**config.mk**
```make
export PLATFORM = sky130hd
export DESIGN_NAME = ipif_reg_master
export DESIGN_NICKNAME = d
export VERILOG_FILES = /design/src/rtl/ipif_pkg.sv /design/src/rtl/ipif_timeout_cnt.sv /design/src/rtl/ipif_reg_master.sv
export SDC_FILE = /design/constraint.sdc
export NUM_CORES = 1
export LEC_CHECK = 0
export BUFFER_PORTS_ARGS = -buffer_cell sky130_fd_sc_hd__buf_2
export CORE_UTILIZATION = 46
export CTS_CLUSTER_SIZE = 25
export DETAILED_ROUTE_END_ITERATION = 16
export GPL_ROUTABILITY_DRIVEN = 1
export PLACE_DENSITY = 0.8
export SKIP_CTS_REPAIR_TIMING = 1
export SLEW_MARGIN = 40
export SYNTH_ARGS = -nofsm -noshare
export SYNTH_HDL_FRONTEND = slang
export SYNTH_SLANG_ARGS = --single-unit
```
**constraint.sdc**
```tcl
create_clock -name Bus2IP_Clk -period 1.6 [get_ports Bus2IP_Clk]
set_input_delay 0.32 -clock Bus2IP_Clk [delete_from_list [all_inputs] [get_ports Bus2IP_Clk]]
set_output_delay 0.32 -clock Bus2IP_Clk [all_outputs]
set_load 0.03 [all_outputs]
```
**src/rtl/ipif_pkg.sv**
```systemverilog
// Shared definitions for IPIF register-bus initiators.
// Latency: n/a (types, constants and elaboration-time helpers only).
// Backpressure: n/a.
package ipif_pkg;

    // Initiator FSM encoding.
    typedef enum logic [1:0] {
        ST_IDLE   = 2'd0,
        ST_ACCESS = 2'd1,
        ST_RESP   = 2'd2
    } ipif_state_e;

    localparam int IPIF_MAX_DATA_W = 256;

    // Read data returned when the slave never acknowledges.
    localparam logic [IPIF_MAX_DATA_W-1:0] IPIF_TIMEOUT_PATTERN = '1;

    localparam int IPIF_DEFAULT_TIMEOUT = 16;

    // Counter width able to hold TIMEOUT_CYCLES-1 (at least one bit).
    function automatic int ipif_cnt_width(input int cycles);
        return (cycles <= 2) ? 1 : $clog2(cycles);
    endfunction

    localparam int IPIF_DEFAULT_CNT_W = ipif_cnt_width(IPIF_DEFAULT_TIMEOUT);

endpackage

```
**src/rtl/ipif_timeout_cnt.sv**
```systemverilog
// Clear/enable up-counter with a terminal-count flag, used as a bus-access watchdog.
// Latency: tc_o is a decode of the registered count (valid the cycle the count reaches TERMINAL).
// Backpressure: none; clr_i has priority over en_i and the count saturates at all-ones.
//
// Ports: clk_i/rst_ni (sync active-low), clr_i, en_i, tc_o.
module ipif_timeout_cnt
    import ipif_pkg::*;
#(
    parameter int WIDTH    = IPIF_DEFAULT_CNT_W,
    parameter int TERMINAL = IPIF_DEFAULT_TIMEOUT - 1
) (
    input  logic clk_i,
    input  logic rst_ni,
    input  logic clr_i,
    input  logic en_i,
    output logic tc_o
);

    localparam logic [WIDTH-1:0] TC_VAL = WIDTH'(TERMINAL);

    logic [WIDTH-1:0] cnt_q;
    logic [WIDTH-1:0] cnt_d;

    always_comb begin
        cnt_d = cnt_q;
        if (clr_i) begin
            cnt_d = '0;
        end else if (en_i && (cnt_q != '1)) begin
            cnt_d = cnt_q + 1'b1;
        end
    end

    always_ff @(posedge clk_i) begin
        if (!rst_ni) begin
            cnt_q <= '0;
        end else begin
            cnt_q <= cnt_d;
        end
    end

    assign tc_o = (cnt_q == TC_VAL);

endmodule

```
**src/rtl/ipif_reg_master.sv**
```systemverilog
// IPIF initiator: runs one single-beat register read/write per command and returns one response.
// Latency: accept edge 0 -> CS high -> ack sampled at edge 2 -> rsp_valid (1-cycle-ack slave); 4 cycles/command.
// Backpressure: one command in flight; cmd_ready low from accept until the response handshake.
//
// Ports: Bus2IP_Clk/Bus2IP_Resetn (sync active-low); cmd_* request channel; rsp_* response
// channel; Bus2IP_* registered bus outputs to the slave; IP2Bus_* slave returns.
// Optional: define IPIF_REG_MASTER_STATS_EN to add saturating stat_txn_count,
// stat_err_count and stat_timeout_count outputs.
module ipif_reg_master
    import ipif_pkg::*;
#(
    parameter int C_S_AXI_DATA_WIDTH = 32,
    parameter int C_S_AXI_ADDR_WIDTH = 32,
    parameter int TIMEOUT_CYCLES     = IPIF_DEFAULT_TIMEOUT
) (
    input  logic                            Bus2IP_Clk,
    input  logic                            Bus2IP_Resetn,
    input  logic                            cmd_valid,
    output logic                            cmd_ready,
    input  logic                            cmd_rnw,
    input  logic [C_S_AXI_ADDR_WIDTH-1:0]   cmd_addr,
    input  logic [C_S_AXI_DATA_WIDTH-1:0]   cmd_data,
    input  logic [C_S_AXI_DATA_WIDTH/8-1:0] cmd_be,
    output logic                            rsp_valid,
    input  logic                            rsp_ready,
    output logic [C_S_AXI_DATA_WIDTH-1:0]   rsp_data,
    output logic                            rsp_error,
    output logic [C_S_AXI_ADDR_WIDTH-1:0]   Bus2IP_Addr,
    output logic                            Bus2IP_CS,
    output logic                            Bus2IP_RNW,
    output logic [C_S_AXI_DATA_WIDTH-1:0]   Bus2IP_Data,
    output logic [C_S_AXI_DATA_WIDTH/8-1:0] Bus2IP_BE,
    input  logic [C_S_AXI_DATA_WIDTH-1:0]   IP2Bus_Data,
    input  logic                            IP2Bus_RdAck,
    input  logic                            IP2Bus_WrAck,
    input  logic                            IP2Bus_Error
`ifdef IPIF_REG_MASTER_STATS_EN
    ,
    output logic [31:0]                     stat_txn_count,
    output logic [15:0]                     stat_err_count,
    output logic [15:0]                     stat_timeout_count
`endif
);

    localparam int BE_W  = C_S_AXI_DATA_WIDTH / 8;
    localparam int CNT_W = ipif_cnt_width(TIMEOUT_CYCLES);
    localparam logic [C_S_AXI_DATA_WIDTH-1:0] TMO_DATA =
        IPIF_TIMEOUT_PATTERN[C_S_AXI_DATA_WIDTH-1:0];

    ipif_state_e                   state_q;
    logic                          cs_q;
    logic                          rnw_q;
    logic [C_S_AXI_ADDR_WIDTH-1:0] addr_q;
    logic [C_S_AXI_DATA_WIDTH-1:0] data_q;
    logic [BE_W-1:0]               be_q;
    logic                          cmd_ready_q;
    logic                          rsp_valid_q;
    logic [C_S_AXI_DATA_WIDTH-1:0] rsp_data_q;
    logic                          rsp_error_q;

    logic accept;
    logic ack_qual;
    logic rsp_hs;
    logic tmo_tc;

    assign accept = (state_q == ST_IDLE) && cmd_valid && cmd_ready_q;
    // Only the ack matching the access direction counts; the other one is ignored.
    assign ack_qual = rnw_q ? IP2Bus_RdAck : IP2Bus_WrAck;
    assign rsp_hs = rsp_valid_q && rsp_ready;

    ipif_timeout_cnt #(
        .WIDTH    (CNT_W),
        .TERMINAL (TIMEOUT_CYCLES - 1)
    ) u_tmo_cnt (
        .clk_i  (Bus2IP_Clk),
        .rst_ni (Bus2IP_Resetn),
        .clr_i  (accept),
        .en_i   (state_q == ST_ACCESS),
        .tc_o   (tmo_tc)
    );

    always_ff @(posedge Bus2IP_Clk) begin
        if (!Bus2IP_Resetn) begin
            state_q     <= ST_IDLE;
            cs_q        <= 1'b0;
            rnw_q       <= 1'b1;
            addr_q      <= '0;
            data_q      <= '0;
            be_q        <= '0;
            cmd_ready_q <= 1'b0;
            rsp_valid_q <= 1'b0;
            rsp_data_q  <= '0;
            rsp_error_q <= 1'b0;
        end else begin
            case (state_q)
                ST_IDLE: begin
                    // cmd_ready rises one cycle after reset release.
                    cmd_ready_q <= 1'b1;
                    if (accept) begin
                        addr_q      <= cmd_addr;
                        data_q      <= cmd_data;
                        be_q        <= cmd_be;
                        rnw_q       <= cmd_rnw;
                        cs_q        <= 1'b1;
                        cmd_ready_q <= 1'b0;
                        state_q     <= ST_ACCESS;
                    end
                end
                ST_ACCESS: begin
                    // An ack in the expiry cycle still wins over the timeout.
                    if (ack_qual) begin
                        cs_q        <= 1'b0;
                        rsp_data_q  <= rnw_q ? IP2Bus_Data : '0;
                        rsp_error_q <= IP2Bus_Error;
                        rsp_valid_q <= 1'b1;
                        state_q     <= ST_RESP;
                    end else if (tmo_tc) begin
                        cs_q        <= 1'b0;
                        rsp_data_q  <= TMO_DATA;
                        rsp_error_q <= 1'b1;
                        rsp_valid_q <= 1'b1;
                        state_q     <= ST_RESP;
                    end
                end
                ST_RESP: begin
                    // Late slave acks arrive here and are dropped.
                    if (rsp_hs) begin
                        rsp_valid_q <= 1'b0;
                        cmd_ready_q <= 1'b1;
                        state_q     <= ST_IDLE;
                    end
                end
                default: begin
                    state_q <= ST_IDLE;
                end
            endcase
        end
    end

    assign cmd_ready   = cmd_ready_q;
    assign rsp_valid   = rsp_valid_q;
    assign rsp_data    = rsp_data_q;
    assign rsp_error   = rsp_error_q;
    assign Bus2IP_CS   = cs_q;
    assign Bus2IP_RNW  = rnw_q;
    assign Bus2IP_Addr = addr_q;
    assign Bus2IP_Data = data_q;
    assign Bus2IP_BE   = be_q;

`ifdef IPIF_REG_MASTER_STATS_EN
    logic        rsp_tmo_q;
    logic [31:0] txn_cnt_q;
    logic [15:0] err_cnt_q;
    logic [15:0] tmo_cnt_q;

    always_ff @(posedge Bus2IP_Clk) begin
        if (!Bus2IP_Resetn) begin
            rsp_tmo_q <= 1'b0;
            txn_cnt_q <= '0;
            err_cnt_q <= '0;
            tmo_cnt_q <= '0;
        end else begin
            // Remembers whether the pending response came from the watchdog
            // rather than the slave; the last ACCESS cycle decides.
            if (state_q == ST_ACCESS) begin
                rsp_tmo_q <= !ack_qual && tmo_tc;
            end
            if (rsp_hs) begin
                if (txn_cnt_q != '1) txn_cnt_q <= txn_cnt_q + 1'b1;
                if (rsp_error_q && !rsp_tmo_q && (err_cnt_q != '1)) err_cnt_q <= err_cnt_q + 1'b1;
                if (rsp_tmo_q && (tmo_cnt_q != '1)) tmo_cnt_q <= tmo_cnt_q + 1'b1;
            end
        end
    end

    assign stat_txn_count     = txn_cnt_q;
    assign stat_err_count     = err_cnt_q;
    assign stat_timeout_count = tmo_cnt_q;
`endif

endmodule

```
==> results.json, run 1 <==
{
  "report.final.hold_viol_count": 0,
  "antenna_found_initial": 0,
  "initial_core_util": 0.4746,
  "cts_tree": "yes",
  "coreArea_mm2": 0.009196,
  "worstHoldStart": "cmd_rnw",
  "synth_compound_area_frac": 0.2835,
  "hold_end": "Bus2IP_RNW",
  "synth_area_per_cell_um2": 9.385,
  "critPathKind": "flip-flop to flip-flop",
  "r2r_cells": 5,
  "holdCritPathClass": "input pin to flip-flop",
  "rows": 35,
  "fin_util": 0.6305,
  "track_usage": 0.2085,
  "wl_per_cell_um": 13.36,
  "finalWirelength_mm": 10.34,
  "setup-violations-final": 0,
  "yosysWarnings": 0,
  "clk_pin_slew_ps": 100,
  "r2r-end": "rsp_data[22]",
  "synthFlopType": "dfxtp_1",
  "synthMuxAreaShare": 0,
  "synth_fa_ha_area_frac": 0.002867,
  "die_h_um": 99.41,
  "setup_tns_ps": 0,
  "cp.arrival_ps": 1760,
  "crit_fanout": 26,
  "fin_nets": 769,
  "worst_slack_ps": 133.7,
  "synth-edff-count": 0,
  "drt_drc_violations_left": 0,
  "status": "completed",
  "antenna_cells": 0,
  "ys_ff_latch": 111,
  "seq_area_frac_synth": 0.5092,
  "synthToLayoutAreaGrowth_pct": 32.86,
  "htreeDepth": 3,
  "endpoint_kind": "flip-flop",
  "portBuffers": 212,
  "die_x_um": 99.41,
  "via_count": 3919,
  "max_slew.worst_pin.slew_ps": 408.4,
  "p_leak_nw": 2.619,
  "peakVddDrop_mv": 0.5717,
  "reg2reg_slack_ps": 130,
  "yosys.area_share.simple": 0.1488,
  "viasPerCell": 5.063,
  "layout-drive-gt1-share": 0.3816,
  "firstDrtPassIters": 5,
  "syn_inst": 465,
  "final-max-slew-violation-count": 0,
  "synth_xor_area_frac": 0,
  "grt_pass1_vias": 3673,
  "gp_congestion": 0.7625,
  "syn-num-nets": 574,
  "overflow": 0,
  "max_cap_violations": 0,
  "grt_pass1_wl_mm": 16.76,
  "cts_buffer_depth": 2,
  "fin_crit_sh": 0.9165,
  "r2r_start": "u_tmo_cnt.cnt_q[1]",
  "dp_hpwl_mm": 7.432,
  "min_period_ps": 1466,
  "timing.fmax_mhz": 682.0,
  "rsz0062_at_grt": "no",
  "ios": 213,
  "yosysUniqueCellTypes": 30,
  "async_flop_share": 0,
  "cts_sinks": 111,
  "grt_max_degree": 51,
  "cts_inserted_buffers": 9,
  "start_kind": "flip-flop",
  "powerDensity_mw_per_mm2": 1066,
  "antenna_left": 0,
  "synth_top_family_by_area": "compound AO/OA/AOI/OAI gates",
  "dr.first_iter.drc_count": 74,
  "required_ps": 1890,
  "dieArea_mm2": 0.009881,
  "cts-root-buf": "clkbuf_8",
  "slew_headroom": 0.7277,
  "finClkSkew_ps": 14.82,
  "dp_slack_ps": 164.6,
  "mappedNetlistArea_mm2": 0.004364,
  "min_path_cells": 3,
  "holdWs_ps": 170.5,
  "finalPower_mw": 6.181,
  "clk_latency_ps": 360
}
[report_power, final]
group          leakage [nW]  total (mW)  switching, mW  internal (mW)
clock                 0.122        2.06          0.877           1.18
combinational          1.59        1.13          0.688          0.437
sequential            0.903        3.00         0.0811           2.91
total                  2.62        6.18           1.65           4.54
[worst max-delay path, cell delays in order (launching register included)]
cell,delay [ps]
dfxtp_1,380
ha_1,240
nand3_2,140
a31oi_4,250
buf_12,200
o221a_1,200
[worst max-delay path by stage]
stage | to | from
after floorplan | rsp_data[1] | Bus2IP_RNW
after global placement | rsp_data[2] | u_tmo_cnt.cnt_q[0]
after detailed placement | rsp_data[0] | u_tmo_cnt.cnt_q[0]
after CTS | rsp_data[22] | u_tmo_cnt.cnt_q[0]
after global routing | rsp_data[7] | u_tmo_cnt.cnt_q[0]
final | rsp_data[22] | u_tmo_cnt.cnt_q[1]
[logic make-up after synthesis]
group	Yosys count
AO/OA/AOI/OAI	149
adder cells (fa/ha/maj)	1
buffers and inverters	44
flip-flops	111
AND/OR/NAND/NOR	160
[through the flow]
| step | cells | instance area, µm² |
|---|---|---|
| floorplan | 465 | 4364 |
| global placement | 760 | 5550 |
| global route | 774 | 5798 |
| finish | 774 | 5798 |
| detailed placement | 760 | 5550 |
| CTS | 774 | 5798 |
[metal layers]
metal  GRT usage  vias up  part of all wire
li1            -     1988                 -
met1      0.2457     1763              0.43
met2      0.3686      153              0.48
met3     0.05341       15             0.073
met4     0.07014        0             0.016
met5           0        -                 0
[registers in the layout, summed over array words and instances, names as in the netlist]
| register | cells |
|---|---|
| state_q | 2 |
| Bus2IP_Data | 32 |
| Bus2IP_Addr | 32 |
| rsp_error | 1 |
| rsp_data | 32 |
| Bus2IP_RNW | 1 |
| cmd_ready | 1 |
| rsp_valid | 1 |
| u_tmo_cnt.cnt_q | 4 |
| Bus2IP_CS | 1 |
| Bus2IP_BE | 4 |
[cells in the mapped netlist (all sizes together), types with 2 or more instances]
master / count / area, µm²
nand2: 144 / 540.5
buf: 29 / 186.4
dfxtp: 111 / 2222
and3: 2 / 12.51
o21a: 34 / 255.2
a21oi: 5 / 25.02
nand2b: 2 / 12.51
nor3: 2 / 10.01
a31oi: 2 / 27.53
nand3: 4 / 25.02
o221a: 32 / 360.4
inv: 2 / 7.510
a21boi: 69 / 518.0
o21ai: 3 / 15.01
clkbuf: 13 / 48.80
or3: 2 / 12.51
[final cells by class]
cell class | count | area [µm²]
inverters | 2 | 7.507
repair buffers | 226 | 1266
fillers | 798 | 3398
flip-flops and latches | 111 | 2222
well taps | 111 | 138.9
clock buffers | 10 | 127.6
multi-input cells | 310 | 1916
clock inverters | 4 | 120.1
[cells in the final DEF (no fill, tap or decap), drive strengths merged]
master,count
o21a,34
o21ai,3
buf,226
o221a,32
clkbuf,10
a21boi,69
nor3,2
a211o,1
o31ai,1
ha,1
and4bb,1
and3,2
dfxtp,111
bufinv,4
nand4bb,1
nand4,1
o211a,1
nand2b,2
nand3,4
a21oi,5
nand2,144
nor2b,1
o21ba,1
or3,2
inv,2
a31oi,2
(Power assumes the default switching activity.)
==> run 2: changes to the inputs <==
==> constraint.sdc (replaced) <==
create_clock -name Bus2IP_Clk -period 1.6 [get_ports Bus2IP_Clk]
set_input_delay 0.4 -clock Bus2IP_Clk [delete_from_list [all_inputs] [get_ports Bus2IP_Clk]]
set_output_delay 0.4 -clock Bus2IP_Clk [all_outputs]
set_load 0.03 [all_outputs]
==> run 2 against run 1 <==
Effect of this change: design area decreased by 0.82%; clock-buffer cell count decreased by 1; via count increased by 0.51%; combinational power about the same; clock power decreased by 11%; worst hold slack improved by 81 ps; maximum frequency about the same; core utilization decreased by 0.52 points; register-to-register slack about the same; clock skew decreased by 3.3 ps; sequential cell count unchanged; critical path depth unchanged; critical path type unchanged.
==> results.json, run 2 (same netlist as run 1, synthesis figures left out) <==
{
  "wl_per_cell_um": 13.23,
  "die_x_um": 99.41,
  "final-max-slew-violation-count": 0,
  "endpoint_kind": "flip-flop",
  "antenna_cells": 0,
  "final_cell_mix": "buf_2 (212), nand2_1 (144), dfxtp_1 (111)",
  "critPathKind": "flip-flop to flip-flop",
  "coreArea_mm2": 0.009196,
  "dieArea_mm2": 0.009881,
  "htreeDepth": 3,
  "synthToLayoutAreaGrowth_pct": 31.77,
  "final_cells": 775,
  "via_count": 3939,
  "fin_nets": 768,
  "final_common_cell": "buf_2",
  "cts_sinks": 111,
  "max_cap_violations": 0,
  "max_slew.worst_pin.slew_ps": 382.9,
  "ios": 213,
  "cp.arrival_ps": 1760,
  "grt_pass1_wl_mm": 16.50,
  "drt_drc_violations_left": 0,
  "cts-root-buf": "clkbuf_8",
  "report.final.hold_viol_count": 0,
  "holdWs_ps": 251.5,
  "required_ps": 1900,
  "holdCritPathClass": "input pin to flip-flop",
  "layout-drive-gt1-share": 0.3840,
  "stdcell_area_mm2": 0.005751,
  "min_period_ps": 1465,
  "slew_headroom": 0.7447,
  "dr.first_iter.drc_count": 79,
  "cts_tree": "yes",
  "grt_pass1_vias": 3585,
  "antenna_left": 0,
  "p_leak_nw": 2.598,
  "rows": 35,
  "fillers": 808,
  "dpl-instance-area_mm2": 0.005530,
  "die_h_um": 99.41,
  "track_usage": 0.2053,
  "grt_max_degree": 56,
  "overflow": 0,
  "portBuffers": 212,
  "crit_fanout": 36,
  "rsz0062_at_grt": "no",
  "fin_crit_sh": 0.9158,
  "dp_hpwl_mm": 7.324,
  "setup-violations-final": 0,
  "antenna_found_initial": 0,
  "cts_buffer_depth": 2,
  "gp_congestion": 0.7466,
  "finalWirelength_mm": 10.26,
  "cts_inserted_buffers": 9,
  "finClkSkew_ps": 11.49,
  "status": "completed",
  "finalPower_mw": 5.944,
  "initial_core_util": 0.4746,
  "start_kind": "flip-flop",
  "viasPerCell": 5.083,
  "firstDrtPassIters": 4,
  "clk_pin_slew_ps": 100,
  "clk_latency_ps": 360,
  "peakVddDrop_mv": 0.6060,
  "dp_cells": 759,
  "powerDensity_mw_per_mm2": 1034,
  "timing.fmax_mhz": 682.4,
  "setup_tns_ps": 0
}
[run 2: cell count changes in the layout (fill, tap and decap cells not counted), sizes merged]
cell    delta
buf        -1
clkinv     +4
clkbuf     -1
inv        +1
bufinv     -2
[run 2: path summary, 6_finish.rpt]
| kind | to | cells after the start | slack [ps] | from |
|---|---|---|---|---|
| min reg2reg | Bus2IP_Addr[12] | 2 | 470 | Bus2IP_Addr[12] |
| min | Bus2IP_RNW | 3 | 250 | cmd_rnw |
| max reg2reg | rsp_data[15] | 5 | 130 | u_tmo_cnt.cnt_q[0] |
| max | rsp_data[15] | 5 | 130 | u_tmo_cnt.cnt_q[0] |
[run 2: through the flow]
step                worst slack (ps)    util
floorplan                      81.60       -
global placement               223.3  0.6014
detailed placement             147.6  0.6014
CTS                            131.5  0.6253
global route                   23.57  0.6253
finish                         134.7  0.6253
[run 2: per-layer routing]
metal	vias to the layer above	track usage	part of all wire
met5	-	0	0
met4	0	0.06561	0.0094
met3	9	0.05481	0.075
met2	143	0.3526	0.49
met1	1796	0.2503	0.43
li1	1991	-	-
[run 2: worst max-delay path: stages, from the launching register on]
cell and delay [ps]:
dfxtp_1 380, ha_1 250, nand3_2 140, a31oi_4 220, buf_12 220, o221a_1 200
[run 2: cell type report]
| cell class | instances | area [µm²] | share of cell area |
|---|---|---|---|
| sequential | 111 | 2222 | 0.3864 |
| clock inverter | 7 | 96.34 | 0.01675 |
| timing repair buffer | 225 | 1246 | 0.2167 |
| inverter | 2 | 7.507 | 0.001305 |
| multi-input combinational | 310 | 1916 | 0.3331 |
| tap | 111 | 138.9 | 0.02415 |
| clock buffer | 9 | 123.9 | 0.02154 |
[run 2: power breakdown]
part	internal, mW	total [mW]	switching, mW
sequential	2.92	3.00	0.0810
combinational	0.433	1.12	0.687
clock	0.889	1.83	0.939
total	4.24	5.94	1.71
